[src/rtl/multibyte_add_sequencer.sv]
// Sequences an NBYTES-wide add through an external registered 8-bit adder,
// LSB first, chaining the carry byte to byte; valid/ready on both sides.
module multibyte_add_sequencer #(
  parameter int NBYTES  = 4,
  parameter int ADD_LAT = 2
) (
  input  logic                  clk,
  input  logic                  rst,
  input  logic                  in_valid,
  output logic                  in_ready,
  input  logic [8*NBYTES-1:0]   in_a,
  input  logic [8*NBYTES-1:0]   in_b,
  input  logic                  in_cin,
  output logic                  out_valid,
  input  logic                  out_ready,
  output logic [8*NBYTES-1:0]   out_sum,
  output logic                  out_cout,
  output logic [7:0]            add_a,
  output logic [7:0]            add_b,
  output logic                  add_cin,
  input  logic [7:0]            add_sum,
  input  logic                  add_cout
);

  localparam int IW = (NBYTES > 1) ? $clog2(NBYTES) : 1;
  localparam int CW = $clog2(ADD_LAT + 1);
  localparam logic [IW-1:0] LAST_IDX  = IW'(NBYTES - 1);
  localparam logic [CW-1:0] WAIT_LOAD = CW'(ADD_LAT - 1);

  typedef enum logic [2:0] {S_IDLE, S_ISSUE, S_WAIT, S_CAPTURE, S_DONE} state_e;

  state_e state_q, state_d;

  logic [NBYTES-1:0][7:0] a_q, a_d, b_q, b_d, acc_q, acc_d, out_sum_q, out_sum_d;
  logic [IW-1:0]          idx_q, idx_d;
  logic [CW-1:0]          cnt_q, cnt_d;
  logic                   carry_q, carry_d;
  logic [7:0]             add_a_q, add_a_d, add_b_q, add_b_d;
  logic                   add_cin_q, add_cin_d;
  logic                   out_cout_q, out_cout_d;
  logic                   in_ready_q, in_ready_d, out_valid_q, out_valid_d;

  always_ff @(posedge clk) begin
    if (rst) state_q <= S_IDLE;
    else     state_q <= state_d;
  end

  always_comb begin
    state_d = state_q;
    unique case (state_q)
      S_IDLE:    if (in_valid && in_ready_q) state_d = S_ISSUE;
      S_ISSUE:   state_d = (ADD_LAT > 1) ? S_WAIT : S_CAPTURE;
      S_WAIT:    if (cnt_q == CW'(1)) state_d = S_CAPTURE;
      S_CAPTURE: state_d = (idx_q == LAST_IDX) ? S_DONE : S_ISSUE;
      S_DONE:    if (out_ready) state_d = S_IDLE;
      default:   state_d = S_IDLE;
    endcase
  end

  always_comb begin
    a_d        = a_q;
    b_d        = b_q;
    acc_d      = acc_q;
    idx_d      = idx_q;
    cnt_d      = cnt_q;
    carry_d    = carry_q;
    add_a_d    = add_a_q;
    add_b_d    = add_b_q;
    add_cin_d  = add_cin_q;
    out_sum_d  = out_sum_q;
    out_cout_d = out_cout_q;
    unique case (state_q)
      S_IDLE: begin
        if (in_valid && in_ready_q) begin
          a_d     = in_a;
          b_d     = in_b;
          carry_d = in_cin;
          idx_d   = '0;
          acc_d   = '0;
        end
      end
      S_ISSUE: begin
        add_a_d   = a_q[idx_q];
        add_b_d   = b_q[idx_q];
        add_cin_d = carry_q;
        cnt_d     = WAIT_LOAD;
      end
      S_WAIT: cnt_d = cnt_q - 1'b1;
      S_CAPTURE: begin
        acc_d[idx_q] = add_sum;
        carry_d      = add_cout;
        if (idx_q == LAST_IDX) begin
          out_sum_d  = acc_d;
          out_cout_d = add_cout;
        end else begin
          idx_d = idx_q + 1'b1;
        end
      end
      default: ;
    endcase
    // Handshake flags are decoded from the next state so both stay registered.
    in_ready_d  = (state_d == S_IDLE);
    out_valid_d = (state_d == S_DONE);
  end

  always_ff @(posedge clk) begin
    if (rst) begin
      a_q         <= '0;
      b_q         <= '0;
      acc_q       <= '0;
      idx_q       <= '0;
      cnt_q       <= '0;
      carry_q     <= 1'b0;
      add_a_q     <= '0;
      add_b_q     <= '0;
      add_cin_q   <= 1'b0;
      out_sum_q   <= '0;
      out_cout_q  <= 1'b0;
      in_ready_q  <= 1'b1;
      out_valid_q <= 1'b0;
    end else begin
      a_q         <= a_d;
      b_q         <= b_d;
      acc_q       <= acc_d;
      idx_q       <= idx_d;
      cnt_q       <= cnt_d;
      carry_q     <= carry_d;
      add_a_q     <= add_a_d;
      add_b_q     <= add_b_d;
      add_cin_q   <= add_cin_d;
      out_sum_q   <= out_sum_d;
      out_cout_q  <= out_cout_d;
      in_ready_q  <= in_ready_d;
      out_valid_q <= out_valid_d;
    end
  end

  assign in_ready  = in_ready_q;
  assign out_valid = out_valid_q;
  assign out_sum   = out_sum_q;
  assign out_cout  = out_cout_q;
  assign add_a     = add_a_q;
  assign add_b     = add_b_q;
  assign add_cin   = add_cin_q;

endmodule

[config.mk]
export PLATFORM = sky130hd
export DESIGN_NAME = multibyte_add_sequencer
export DESIGN_NICKNAME = d
export VERILOG_FILES = /design/src/rtl/multibyte_add_sequencer.sv
export SDC_FILE = /design/constraint.sdc
export NUM_CORES = 1
export LEC_CHECK = 0
export CAP_MARGIN = 20
export CORE_MARGIN = 2
export CORE_UTILIZATION = 30
export CTS_CLUSTER_SIZE = 10
export DETAILED_ROUTE_END_ITERATION = 10
export GPL_TIMING_DRIVEN = 0
export HOLD_SLACK_MARGIN = 0.08
export PLACE_DENSITY = 0.49
export SYNTH_ARGS = -nofsm -noshare
export SYNTH_HDL_FRONTEND = slang
export SYNTH_SLANG_ARGS = --single-unit
[constraint.sdc]
create_clock -name clk -period 2.65 [get_ports clk]
set_clock_uncertainty 0.2 [all_clocks]
set_input_delay 0.53 -clock clk [delete_from_list [all_inputs] [get_ports clk]]
set_output_delay 0.53 -clock clk [all_outputs]
set_load 0.01 [all_outputs]
==> out/results.txt <==
status -> completed
area occupied by multi-input gates -> 2960 µm²
Worst-path clk slew -> 70 ps
Pleak -> 2.92 nW
Die X -> 149 µm
Combinational Power Share -> 13.0%
CP peak stage delay -> 350 ps
port bufs -> 128
die height -> 149 µm
Final Max Slew Viols -> 0
average size of a mapped cell -> 9.69 µm²
CP Buf/Inv Count -> 5
routed via count -> 5456
Hold WC Path Type -> reg2reg
Switching Share -> 27.5%
initial antenna violation count -> 0
Ports -> 130
cts hold-fix bufs -> 0
worst slew pin tran -> 765 ps
Post-CTS Setup Bufs -> 0
H-tree levels -> 4
global-route wire length before repair -> 30.4 mm
Synthesized Nets -> 738
Worst Hold Depth -> 2
row cnt -> 53
Crit path top cell by count -> buf_2
most common flop cell mapped by yosys -> dfxtp_1
DP Worst Slack -> 314 ps
FF-to-FF End -> acc_q[12]
main combinational cell family by area after synthesis -> compound AO/OA/AOI/OAI gates
Worst Path Arrival -> 2420 ps
CTS tree -> built
register area -> 2960 µm²
Synth Area in Simple Gates -> 12.5%
largest net degree at the start of global routing -> 17
most frequent cells after synthesis -> 148 x dfxtp_1, 78 x a21oi_1, 68 x nand3_1, 66 x o21ai_0, 44 x nand2_1
fin crit period -> 2310 ps
Final Hold Vio Count -> 0
xor-xnor portion of the synthesized cell area -> 0.138%
unique cell type count in the Yosys netlist -> 39
share of post-route cells with drive strength above 1 -> 14.1%
register bit total from synthesis -> 148
Worst Reg-to-Reg Cells -> 8
total gr overflow -> 0
Peak VDD IR -> 0.390 mV
synthesis warning total -> 0
element type at the critical path end -> flip-flop
filler cell count -> 2082
Compound-Gate Fraction of Synth Area -> 23.3%
top-count cell post-synth -> dfxtp_1
Worst slew margin -> 49.0%
Post-CTS Resized -> 0
Initial DRC Count -> 359
Final HPWL DP -> 14.6 mm
Final ANT Viol Nets -> 0
nets@finish -> 885
R2R Setup Slk -> 340 ps
Tot GR Track Use -> 17.7%
antenna diode count -> 0
maxcap violations -> 0
CP Max Fanout -> 10
P&R area growth vs syn -> 34.7%
Via density -> 5.01
power share of the clock group -> 43.5%
Post-Synth Adder-Cell Area -> 0.985%
CP top delay family -> buffers and inverters
die area -> 22300 µm²
RSZ-0062 raised after global routing -> false
gp weighted congestion -> 0.806
PwrDens -> 647 nW/µm²
core area -> 20900 µm²
Cell Int Power -> 4.01 mW
vias in the first global route -> 5540
mapped cell area -> 6350 µm²
worst endpoint required time -> 2760 ps
Critical Setup Path Class -> reg2reg
Clock Tree Buf Depth -> 2
dominant cells by area after synthesis -> dfxtp_1 47%, a21oi_1 6.1%, mux4_2 5.7%
worst path cell trace -> buf_2 -> buf_2 -> inv_1 -> ha_1 -> buf_2 -> and2_1 -> buf_2 -> o2bb2ai_1
hold_sp -> acc_q[19]
First-pass DRT Iterations -> 5
Worst path slowest cell -> dfxtp_1
fin crit share -> 87.3%
Final Setup Violations -> 0
Crit path depth -> 8
Residual DRC -> 0
Flop pwr share -> 43.5%
Syn Inst Count -> 655
clk_lat worst skew -> 420 ps
P_sw -> 1.52 mW
post-synthesis mux area share -> 9.62%
CP startpoint kind -> flip-flop
fin util -> 41.0%
cell taking the most area after synthesis -> dfxtp_1
root buffer cell -> clkbuf_16
WHS Endpoint -> acc_q[19]
sequential-to-total area share from yosys stat -> 46.7%
Post-synth EDFFs -> 0
Reg-to-Reg Start -> idx_q[1]
final worst setup slack -> 338 ps
Post-Route WL -> 19.7 mm
clock sink count -> 148
Setup TNS -> 0 ps
Initial Util -> 30.4%
share of the synthesized area in the top cell type -> 46.7%
Num CTS Buffers -> 17
FMAX -> 432 MHz
DR WL/cell -> 18.1 µm
Async S/R FF share, synth -> 0%
==> state kept, by name (all words and copies together) (netlist names) <==
| register | cells |
|---|---|
| a_q | 32 |
| acc_q | 24 |
| add_a | 8 |
| add_b | 8 |
| add_cin | 1 |
| b_q | 32 |
| carry_q | 1 |
| cnt_q | 2 |
| idx_q | 2 |
| in_ready | 1 |
| out_cout | 1 |
| out_sum | 32 |
| out_valid | 1 |
| state_q | 3 |
==> metrics by stage <==
stage / hold WS, ps / total power, mW / cells / cell area [µm²]
final: 259 / 5.53 / 1090 / 8550
after global routing: 273 / 5.76 / 1090 / 8550
after CTS: 261 / 5.59 / 1090 / 8550
after detailed placement: 252 / 3.18 / 1058 / 7970
after global placement: 248 / 3.16 / 1058 / 7970
after floorplan: 241 / 2.86 / 655 / 6350
==> tightest hold or removal path: cells and delay by family (launching register included) <==
family / cells / cell delay, ps
and+or+nand+nor: 1 / 50
AOI/OAI and AO/OA: 1 / 60
DFF: 1 / 310
==> power groups by stage <==
stage,Clock (mW),Sequential [mW],Combinational [mW]
after detailed placement,0,2.45,0.723
final,2.41,2.40,0.720
after CTS,2.46,2.40,0.725
after global routing,2.56,2.41,0.787
after floorplan,0,2.43,0.433
after global placement,0,2.45,0.710
==> kinds of logic after synthesis <==
family          count (synthesis)
flops                         148
simple gates                  162
fa+ha+maj                       5
xor+xnor                        1
mux                            41
buf+inv                        77
compound gates                221
==> layout make-up <==
| class | instances | area share (%) |
|---|---|---|
| Sequential cell | 148 | 34.6 |
| Buffer | 71 | 4.75 |
| Inverter | 6 | 0.263 |
| Clock buffer | 17 | 4.97 |
| Multi-Input combinational cell | 430 | 34.6 |
| Clock inverter | 15 | 1.81 |
| Timing Repair Buffer | 128 | 15.0 |
| Tap cell | 275 | 4.02 |
==> placed cells by master, fill, tap and decap left out, drive strengths merged, types with 17 or more instances in the layout <==
cell           count
a211oi            24
a21oi             81
buf               43
clkbuf            45
clkdlybuf4s50    128
dfxtp            148
inv               17
mux2i             25
nand2             44
nand3             68
nor2              32
o21ai             68
o2bb2ai           24
==> worst max-delay path by stage <==
stage	slack (ps)	from	end
global placement	360	idx_q[1]	acc_q[9]
detailed placement	310	idx_q[1]	acc_q[12]
CTS	290	idx_q[1]	acc_q[12]
global route	170	idx_q[1]	acc_q[4]
finish	340	idx_q[1]	acc_q[12]
floorplan	760	idx_q[1]	acc_q[0]
==> metal layers <==
layer / part of all wire [%] / GRT usage (%) / up-vias
met2: 47 / 29.3 / 137
met1: 46 / 23.3 / 2626
met4: 0.73 / 4.67 / 0
met5: 0 / 0 / -
met3: 5.7 / 4.12 / 12
li1: - / - / 2681
(Power assumes the default switching activity.)
